<file path="src/rtl/axi4_lite_pkg.sv">
// Shared AXI4-Lite definitions: response codes, bus widths and register indices.
package axi4_lite_pkg;

  localparam int unsigned AXI_ADDR_W = 4;
  localparam int unsigned AXI_DATA_W = 32;
  localparam int unsigned REG_IDX_W  = 2;

  typedef enum logic [1:0] {
    OKAY   = 2'b00,
    EXOKAY = 2'b01,
    SLVERR = 2'b10,
    DECERR = 2'b11
  } resp_e;

  localparam logic [REG_IDX_W-1:0] REG_CTRL0  = 2'd0;
  localparam logic [REG_IDX_W-1:0] REG_CTRL1  = 2'd1;
  localparam logic [REG_IDX_W-1:0] REG_CTRL2  = 2'd2;
  localparam logic [REG_IDX_W-1:0] REG_STATUS = 2'd3;

endpackage

</file>
<file path="src/rtl/axi4_lite_slave_regfile.sv">
// Three control registers with one write port, plus a combinational read mux
// that returns the user status word for the status index.
module axi4_lite_slave_regfile
  import axi4_lite_pkg::*;
#(
  parameter int unsigned       DATA_W    = AXI_DATA_W,
  parameter logic [DATA_W-1:0] RESET_VAL = '0
) (
  input  logic                 ACLK,
  input  logic                 ARESETn,
  input  logic                 we,
  input  logic [REG_IDX_W-1:0] widx,
  input  logic [DATA_W-1:0]    wdata,
  input  logic [REG_IDX_W-1:0] ridx,
  input  logic [DATA_W-1:0]    status_i,
  output logic [DATA_W-1:0]    rdata,
  output logic [DATA_W-1:0]    reg0_o,
  output logic [DATA_W-1:0]    reg1_o,
  output logic [DATA_W-1:0]    reg2_o
);

  logic [DATA_W-1:0] reg0_q;
  logic [DATA_W-1:0] reg1_q;
  logic [DATA_W-1:0] reg2_q;

  // Writes to the status index are dropped here; the top reports SLVERR.
  always_ff @(posedge ACLK or posedge ARESETn) begin
    if (ARESETn) begin
      reg0_q <= RESET_VAL;
      reg1_q <= RESET_VAL;
      reg2_q <= RESET_VAL;
    end else if (we) begin
      case (widx)
        REG_CTRL0: reg0_q <= wdata;
        REG_CTRL1: reg1_q <= wdata;
        REG_CTRL2: reg2_q <= wdata;
        default:   ;
      endcase
    end
  end

  always_comb begin
    rdata = status_i;
    case (ridx)
      REG_CTRL0: rdata = reg0_q;
      REG_CTRL1: rdata = reg1_q;
      REG_CTRL2: rdata = reg2_q;
      default:   rdata = status_i;
    endcase
  end

  assign reg0_o = reg0_q;
  assign reg1_o = reg1_q;
  assign reg2_o = reg2_q;

endmodule

</file>
<file path="src/rtl/axi4_lite_slave_regs.sv">
// AXI4-Lite slave terminating AW/W/B/AR/R on a 4-entry register bank
// (three R/W control registers, one read-only status word).
module axi4_lite_slave_regs
  import axi4_lite_pkg::*;
#(
  parameter int unsigned       ADDR_W    = AXI_ADDR_W,
  parameter int unsigned       DATA_W    = AXI_DATA_W,
  parameter logic [DATA_W-1:0] RESET_VAL = DATA_W'(32'h0000_0000)
) (
  input  logic              ACLK,
  input  logic              ARESETn,
  input  logic [ADDR_W-1:0] AWADDR,
  input  logic              AWVALID,
  output logic              AWREADY,
  input  logic [DATA_W-1:0] WDATA,
  input  logic              WVALID,
  output logic              WREADY,
  output logic [1:0]        BRESP,
  output logic              BVALID,
  input  logic              BREADY,
  input  logic [ADDR_W-1:0] ARADDR,
  input  logic              ARVALID,
  output logic              ARREADY,
  output logic [DATA_W-1:0] RDATA,
  output logic [1:0]        RRESP,
  output logic              RVALID,
  input  logic              RREADY,
  output logic [DATA_W-1:0] reg0_o,
  output logic [DATA_W-1:0] reg1_o,
  output logic [DATA_W-1:0] reg2_o,
  input  logic [DATA_W-1:0] status_i
);

  logic                 rst_done;
  logic                 aw_full;
  logic                 w_full;
  logic [REG_IDX_W-1:0] aw_idx;
  logic [DATA_W-1:0]    w_data;
  logic                 bvalid;
  logic [1:0]           bresp_q;
  logic                 rvalid;
  logic [1:0]           rresp_q;
  logic [DATA_W-1:0]    rdata_q;

  logic                 aw_hs;
  logic                 w_hs;
  logic                 ar_hs;
  logic                 commit;
  logic [REG_IDX_W-1:0] ar_idx;
  logic [DATA_W-1:0]    rd_data;
  logic                 unused_addr_bits;

  // Only bits [3:2] select a register; the rest of the address is ignored.
  assign unused_addr_bits = ^{AWADDR, ARADDR};
  assign ar_idx           = ARADDR[3:2];

  assign AWREADY = rst_done & ~aw_full;
  assign WREADY  = rst_done & ~w_full;
  assign ARREADY = rst_done & ~rvalid;
  assign BVALID  = bvalid;
  assign BRESP   = bresp_q;
  assign RVALID  = rvalid;
  assign RRESP   = rresp_q;
  assign RDATA   = rdata_q;

  assign aw_hs = AWVALID & AWREADY;
  assign w_hs  = WVALID & WREADY;
  assign ar_hs = ARVALID & ARREADY;

  // A new commit may land on the same edge the previous response is taken.
  assign commit = aw_full & w_full & (~bvalid | BREADY);

  always_ff @(posedge ACLK or posedge ARESETn) begin
    if (ARESETn) begin
      rst_done <= 1'b0;
    end else begin
      rst_done <= 1'b1;
    end
  end

  // Write address / data holding slots.
  always_ff @(posedge ACLK or posedge ARESETn) begin
    if (ARESETn) begin
      aw_full <= 1'b0;
      w_full  <= 1'b0;
      aw_idx  <= '0;
      w_data  <= '0;
    end else begin
      if (commit) begin
        aw_full <= 1'b0;
      end else if (aw_hs) begin
        aw_full <= 1'b1;
        aw_idx  <= AWADDR[3:2];
      end
      if (commit) begin
        w_full <= 1'b0;
      end else if (w_hs) begin
        w_full <= 1'b1;
        w_data <= WDATA;
      end
    end
  end

  // Write response channel.
  always_ff @(posedge ACLK or posedge ARESETn) begin
    if (ARESETn) begin
      bvalid  <= 1'b0;
      bresp_q <= 2'(OKAY);
    end else if (commit) begin
      bvalid  <= 1'b1;
      bresp_q <= (aw_idx == REG_STATUS) ? 2'(SLVERR) : 2'(OKAY);
    end else if (BREADY) begin
      bvalid  <= 1'b0;
    end
  end

  // Read channel; the read mux sees pre-edge register contents.
  always_ff @(posedge ACLK or posedge ARESETn) begin
    if (ARESETn) begin
      rvalid  <= 1'b0;
      rresp_q <= 2'(OKAY);
      rdata_q <= '0;
    end else if (ar_hs) begin
      rvalid  <= 1'b1;
      rresp_q <= 2'(OKAY);
      rdata_q <= rd_data;
    end else if (RREADY) begin
      rvalid  <= 1'b0;
    end
  end

  axi4_lite_slave_regfile #(
    .DATA_W    (DATA_W),
    .RESET_VAL (RESET_VAL)
  ) u_regfile (
    .ACLK     (ACLK),
    .ARESETn  (ARESETn),
    .we       (commit),
    .widx     (aw_idx),
    .wdata    (w_data),
    .ridx     (ar_idx),
    .status_i (status_i),
    .rdata    (rd_data),
    .reg0_o   (reg0_o),
    .reg1_o   (reg1_o),
    .reg2_o   (reg2_o)
  );

endmodule

</file>
<file path="config.mk">
export PLATFORM = sky130hd
export DESIGN_NAME = axi4_lite_slave_regs
export DESIGN_NICKNAME = d
export VERILOG_FILES = /design/src/rtl/axi4_lite_pkg.sv /design/src/rtl/axi4_lite_slave_regfile.sv /design/src/rtl/axi4_lite_slave_regs.sv
export SDC_FILE = /design/constraint.sdc
export NUM_CORES = 1
export LEC_CHECK = 0
export CAP_MARGIN = 40
export CORE_ASPECT_RATIO = 0.7
export CORE_MARGIN = 5
export CORE_UTILIZATION = 47
export CTS_CLUSTER_DIAMETER = 200
export CTS_CLUSTER_SIZE = 25
export DETAILED_ROUTE_END_ITERATION = 6
export PLACE_DENSITY = 0.81
export SLEW_MARGIN = 20
export SYNTH_ARGS = -nofsm -noshare
export SYNTH_HDL_FRONTEND = slang
export SYNTH_SLANG_ARGS = --single-unit
export TNS_END_PERCENT = 5
</file>
<file path="constraint.sdc">
create_clock -name ACLK -period 6.5 [get_ports ACLK]
set_input_delay 1.3 -clock ACLK [delete_from_list [all_inputs] [get_ports ACLK]]
set_output_delay 1.3 -clock ACLK [all_outputs]
set_load 0.005 [all_outputs]
</file>
==> results of run 1 <==
## per-stage QoR
| stage | util | cells | total power (uW) | setup WS [ns] | hold WS (ns) |
|---|---|---|---|---|---|
| floorplan | - | 488 | 2740 | 0.653 | 0.480 |
| global placement | 0.633 | 867 | 3730 | 3.24 | 0.468 |
| detailed placement | 0.637 | 869 | 3830 | 3.20 | 0.472 |
| CTS | 0.681 | 901 | 4970 | 3.44 | 0.493 |
| global route | 0.684 | 903 | 5210 | 3.35 | 0.519 |
| finish | 0.684 | 903 | 4930 | 3.44 | 0.487 |
## state kept, by name (all words and copies together), names as in the netlist
name              count
BRESP                 1
BVALID                1
RDATA                32
RVALID                1
aw_full               1
aw_idx                2
rst_done              1
u_regfile.reg0_o     32
u_regfile.reg1_o     32
u_regfile.reg2_o     32
w_data               32
w_full                1
## where the power goes
part | leakage (uW) | internal [uW] | total [uW] | switching [uW]
Sequential | 0.00206 | 1540 | 1990 | 442
Clock | 0.000319 | 700 | 1110 | 411
Combinational | 0.00216 | 1250 | 1830 | 580
## metal layers
layer | routed length [um] | GRT usage
met5 | 0 | 0
met2 | 9130 | 0.353
met3 | 1280 | 0.0592
met1 | 8680 | 0.312
met4 | 357 | 0.0710
## cell usage after synthesis, drive strengths merged, types with 2 or more instances
cell type  instances
dfrtp            168
inv                2
mux2i             64
nor2               3
clkbuf             9
nor4b              2
o221ai            32
nand2             36
conb               2
o21ai              2
buf               24
nand3b             2
mux2             130
a21oi              2
nor2b              4
## tightest hold or removal path: stages, from the launching register on
cell and delay [ns]:
dfrtp_1 0.34, nand2_1 0.05, o221ai_1 0.06
## layout make-up
cell class              count  area share
clock buffers              19      0.0446
flip-flops and latches    168       0.414
well taps                 195      0.0240
repair buffers            221       0.221
clock inverters            13      0.0196
inverters                   2     0.00123
multi-input cells         285       0.276
## path summary, 6_finish.rpt
| check | slack [ns] | end | startpoint |
|---|---|---|---|
| setup / recovery | 3.44 | AWREADY | rst_done |
| hold / removal | 0.49 | RDATA[19] | RDATA[19] |
| setup reg to reg | 4.54 | u_regfile.reg0_o[23] | BVALID |
| hold reg to reg | 0.49 | RDATA[19] | RDATA[19] |
| max in group asynchronous | 4.26 | u_regfile.reg0_o[17] | ARESETn |
| min in group asynchronous | 1.27 | u_regfile.reg1_o[0] | ARESETn |
## kinds of logic after synthesis
| group | count (synthesis) | share of synthesized area |
|---|---|---|
| AOI/OAI and AO/OA | 37 | 0.0427 |
| buffers and inverters | 35 | 0.0306 |
| DFF | 168 | 0.584 |
| muxes | 194 | 0.308 |
| other | 2 | 0.00104 |
| and+or+nand+nor | 50 | 0.0342 |
## layout by cell type (no fill, tap or decap), types with 3 or more instances in the layout
| cell | count |
|---|---|
| clkbuf_16 | 17 |
| bufinv_16 | 5 |
| clkinv_2 | 5 |
| mux2_2 | 100 |
| nor2_1 | 3 |
| mux2_4 | 30 |
| mux2i_1 | 64 |
| nand2_1 | 35 |
| clkdlybuf4s50_1 | 207 |
| o221ai_1 | 32 |
| dfrtp_1 | 168 |
| nor2b_1 | 3 |
| buf_4 | 10 |
| conb_1 | 4 |
==> results list, run 1 <==
- The flow ran to the end, and the final reports show no timing, DRC or antenna violations.
- Of the post-synthesis cell area, the dominant cell type holds 0.584.
- Data arrives at the worst endpoint at between 1.5 and 2 ns.
- Number of max-capacitance violations reported: 0
* Area of all placed cells without fillers: 0.0102 mm^2
- Total of hold buffers inserted after clock tree synthesis: 0
* Setup Skew: between 0.01 and 0.015 ns
- Synthesis warning total: 0
- Sort of element at the end of the critical path: output pin
* Horizontal extent of the die: between 150 and 200 um
- At the end of routability-driven placement, the weighted congestion stood at between 0.8 and 0.9.
- The worst register-to-register path has a depth of 3.
- The longest clock path from root to sink contains 2 buffers.
- The worst setup path is launched from a flip-flop.
- The largest total area in the synthesized netlist belongs to dfrtp_1.
- The final layout contains routed wiring with a total length of approximately 19000 um.
- Level count of the clock H-tree: 4
- Using the TritonRoute via totals, the vias-per-cell ratio works out to ~5.5.
- In the post-synthesis netlist, the biggest area contributors are dfrtp_1 58%, mux2_2 16%, mux2i_1 8.9%.
* Final setup vio count: 0
- Slowest cell delay on critical path: approximately 0.57 ns
* Part of the cycle the worst path needs: 0.471
* Final antenna-violating net count: 0
- The number of buffers and inverters on the critical path is 1.
- 216 I/O pins were placed.
- Count of final hold-check violations: 0
- Residual DRC count: 0
* Initial cell density of the core: 0.485
* Sequential fraction of the synthesis area: 0.584
- Type of the tightest min-delay check: flip-flop to flip-flop
- The number of gates resized after CTS was 0.
- In this run the worst path has a maximum fanout of 6.
- For this run, the total global-route usage over all layers was measured as 0.226.
- Across the whole layout, storage elements account for between 0.004 and 0.005 mm^2.
- The critical path runs through a total of 2 cells.
- In this run the post-CTS setup repair buffer count came out at 0.
- Once placement finished, the instance area stood at between 0.009 and 0.01 mm^2.
- The worst hold path was traced through 2 stages.
- The count of buffers added on input and output ports is roughly 210.
- Cell Chain, Critical Path: nor2b_1, clkdlybuf4s50_1
* Maximum vdd drop: 0.284 mV
- Die area: ~0.018 mm^2
- Clock tree synthesis found a total of 168 sinks.
- Proportion of layout cells with a drive suffix above 1: 0.257
- Initial DRC Count: approximately 270
- For this design, the slowest cell found on the critical path is clkdlybuf4s50_1.
- Detailed-route wire length per cell: between 20 and 25 um
- In this run the tightest slew margin relative to its limit is 0.503.
* Core Box Area: roughly 0.015 mm^2
* Power density relative to cell area: between 400 and 500 mW/mm^2
- STA puts the critical path data required time at 5.20 ns.
- Clock tree from TritonCTS: done
* Cell Rows: 37
* Die height: approximately 110 um
- After clock tree synthesis, the clock-pin slew on the worst setup and hold paths is 0.06 ns.
- Yosys mapped a number of flops with a built-in enable equal to 0.
- First-pass GRT wire length: 31400 um
- Average cell area after synthesis: roughly 15 um^2
- For this design the static power due to leakage is between 0.004 and 0.005 uW.
- Unrepaired setup endpoints after global routing: false
* Diode count: 0
- Commonest register cell after synthesis: dfrtp_1
* Async S/R FF share, synth: 1.00
- Pin count of the biggest net entering global routing: 67
- CTS root buf: clkbuf_16
- The layout has 1033 filler cells.
- Number of storage elements in the synthesis netlist: between 150 and 200
* Synth unique cells: 25
- Final Max Slew Viols: 0
- Number of global-route vias before repair: approximately 5500
* CTS Buf Count: 17
- After global routing the overflow that remains totals 0.
* Total negative setup slack: 0 ns
- After technology mapping, the gate count stands at just under 500.
- Worst slew pin tran: ~0.74 ns
* Area of the multi-input gates: ~0.0028 mm^2
- Final #Nets: about 770
- In this design, the largest share of critical-path delay is due to buffers and inverters.
- Number of antenna violations at the first check in global routing: 0
- Based on the critical path, the design can be clocked at up to 327 MHz.
* Via count of the routed design: about 5000
- The critical path is of the flip-flop to output pin type.
- Cell area after synthesis: just over 0.007 mm^2
* Area growth from synthesis to final layout: 41.1%
* Clock insertion delay at the later pin of the skew report: between 0.4 and 0.5 ns
- For this run, the detailed router's first-pass iteration total came to 5.
* HPWL reported at the end of detailed placement: approximately 13000 um
* Final critical-path required period: 3.06 ns
(Power assumes the default switching activity.)
==> run 2, diff against run 1 <==
- CORE_UTILIZATION: 47 -> 43
- PLACE_DENSITY: 0.81 -> 0.78
- clock period: 6.5 -> 2.45 ns (I/O delays scaled with it)
==> run 2 against run 1 <==
  * Design area down 0.21%
  * Global-route usage down 2.0 points
  * Sequential share of layout area up 0.087 points
  * Power rose to 2.6 times the previous value
  * Cell count up 4.2%
  * Clock power up 110%
  * Sequential cell count unchanged
  * Register-to-register slack worse by 3.9 ns
  * Worst hold slack worse by 0.0091 ns
==> results list, run 2 (synthesis results as in run 1) <==
- Clock power frac: 0.189
* Residual DRC count: 0
* Unrepaired setup endpoints after global routing: false
- Required time of the worst setup path: about 2.0 ns
- Hold timing on the final database bottoms out at a slack of between 0.4 and 0.5 ns.
- CTS Buf Count: 17
- Int Power: 8780 uW
- Summed over all nets, the switching power comes to about 3800 uW.
* Total design power: 12600 uW
* Pin count of the biggest net entering global routing: 65
- Total routed wirelength: between 15000 and 20000 um
- Placed standard-cell area: about 0.0096 mm^2
- From left edge to right edge, the die measures around 160 um.
- The share of total power dissipated in sequential elements is 0.422.
- At the later pin of the worst-skew pair, clock insertion delay measures approximately 0.4 ns.
* Count of cells along the worst register-to-register path: 4
- Clock tree buffer depth: 2
- Worst rel slew slack: 0.646
- STA classifies the critical path endpoint as an output pin.
- Gpl congestion: ~0.84
- Core Box Area: ~0.016 mm^2
* Commonest cells after routing, fill and taps aside: 207 x clkdlybuf4s50_1, 168 x dfrtp_1, 100 x mux2_2
* Via count of the routed design: between 4000 and 5000
* Final critical-path required period: roughly 2.2 ns
- Post-CTS timing repair inserted 0 buffers for setup.
* Number of global-route vias before repair: roughly 5500
* Total of hold buffers inserted after clock tree synthesis: 0
- Register Area: between 0.004 and 0.005 mm^2
- Status: complete, no violations
- After the last flow step, the layout net total stands at 782.
* Area of all placed cells without fillers: roughly 0.010 mm^2
- The library cell used most frequently in the layout, excluding fill and tap cells, is clkdlybuf4s50_1.
- Power density relative to cell area: roughly 1200 mW/mm^2
- CTS root buf: clkbuf_16
- Along the worst path, the maximum fanout reaches 6.
- For the pin with the worst max-slew slack, the measured transition is roughly 0.53 ns.
* Setup Skew: about 0.0057 ns
- Launch point of the worst reg-to-reg path: rst_done
- Derived from the worst setup path, the maximum achievable clock frequency is 453 MHz.
* Level count of the clock H-tree: 4
- Cell Rows: 39
* Die area: 0.0195 mm^2
- Clock tree synthesis found a total of around 170 sinks.
- Reg-to-reg endpoint: RDATA[27]
- Die height: 118 um
- Comb pwr share: 0.389
- Number of max-capacitance violations reported: 0
* Final setup vio count: 0
- Startpoint kind of the worst setup timing path: flip-flop
- The first routing iteration left 375 violations.
- For this design the top-level I/O count stands at roughly 220.
- Data on the critical path arrives at its endpoint at roughly 1.7 ns.
- The final max-slew violation count is 0.
- Across the VDD grid, the largest voltage drop is between 0.6 and 0.7 mV.
- Clock tree from TritonCTS: done
- Number of cells upsized or downsized after cts: 0
* DR pass1 iterations: 4
* Final antenna-violating net count: 0
- CP Class: flip-flop to output pin
- Filler instances: 1241
- Proportion of layout cells with a drive suffix above 1: 0.260
- Dividing the detail-routed via count by the number of cells gives around 5.3.
- The multi-input combinational cells in the finished layout cover a total of 0.00281 mm^2.
- Once layout is complete, the utilization of the core stands at 0.618.
- First-pass GRT wire length: 31200 um
- The initial antenna violation count was 1.
- The path class of the tightest hold or removal check is input port to asynchronous set/reset pin.
* IO Port Bufs: 208
- Clock-pin slew was measured on the worst setup and hold paths at around 0.06 ns.
- The repair_antennas step left the layout with diodes totalling 0.
- For this run the aggregate overflow at the end of global routing stands at 0.
* Detailed-route wire length per cell: between 20 and 25 um
- Slack of the worst reg-to-reg path: 0.65 ns
* Count of final hold-check violations: 0
- Total Routing Usage GR: 0.206
* HPWL reported at the end of detailed placement: approximately 14000 um
- Net Sw Frac: 0.302
- Part of the cycle the worst path needs: 0.902
- Static leakage: approximately 0.0045 uW
- The area growth from synthesis to layout is 40.8%.
- Initial cell density of the core: 0.439
- Total negative setup slack: 0 ns
run 2: worst max path at each step:
stage / startpoint / end / slack, ns
floorplan: ARESETn / BRESP[1] / -0.18
global placement: BREADY / u_regfile.reg0_o[23] / 0.17
detailed placement: BREADY / u_regfile.reg0_o[20] / 0.15
CTS: rst_done / ARREADY / 0.24
global route: rst_done / ARREADY / 0.17
finish: rst_done / ARREADY / 0.24
run 2: metrics by stage:
stage / instances / setup slack [ns]
after floorplan: 488 / -0.181
after global placement: 909 / 0.174
after detailed placement: 909 / 0.147
after CTS: 941 / 0.244
after global routing: 941 / 0.175
final: 941 / 0.240
run 2: worst max-delay path, stage by stage, from the launching register on:
cell and delay, ns:
dfrtp_1 0.44, nor2b_1 0.31, clkdlybuf4s50_1 0.56
run 2: power groups by stage:
stage	combinational (uW)	clock, uW	sequential [uW]
after floorplan	2230	0	5040
after CTS	4970	2440	5290
after global placement	4780	0	5190
after detailed placement	4940	0	5300
after global routing	5270	2570	5480
final	4890	2380	5310
run 2: area by class of cell:
class,instances,area share
clock buffers,24,0.0465
clock inverters,8,0.00469
inverters,2,0.00111
well taps,225,0.0278
flip-flops and latches,168,0.415
multi-input cells,285,0.277
repair buffers,229,0.228
run 2: metal layers:
metal,GRT usage,vias up,part of all wire
met5,0,-,0.00066
met4,0.0499,2,0.012
met3,0.0727,22,0.081
met2,0.320,187,0.46
met1,0.277,2556,0.45
li1,-,2200,-
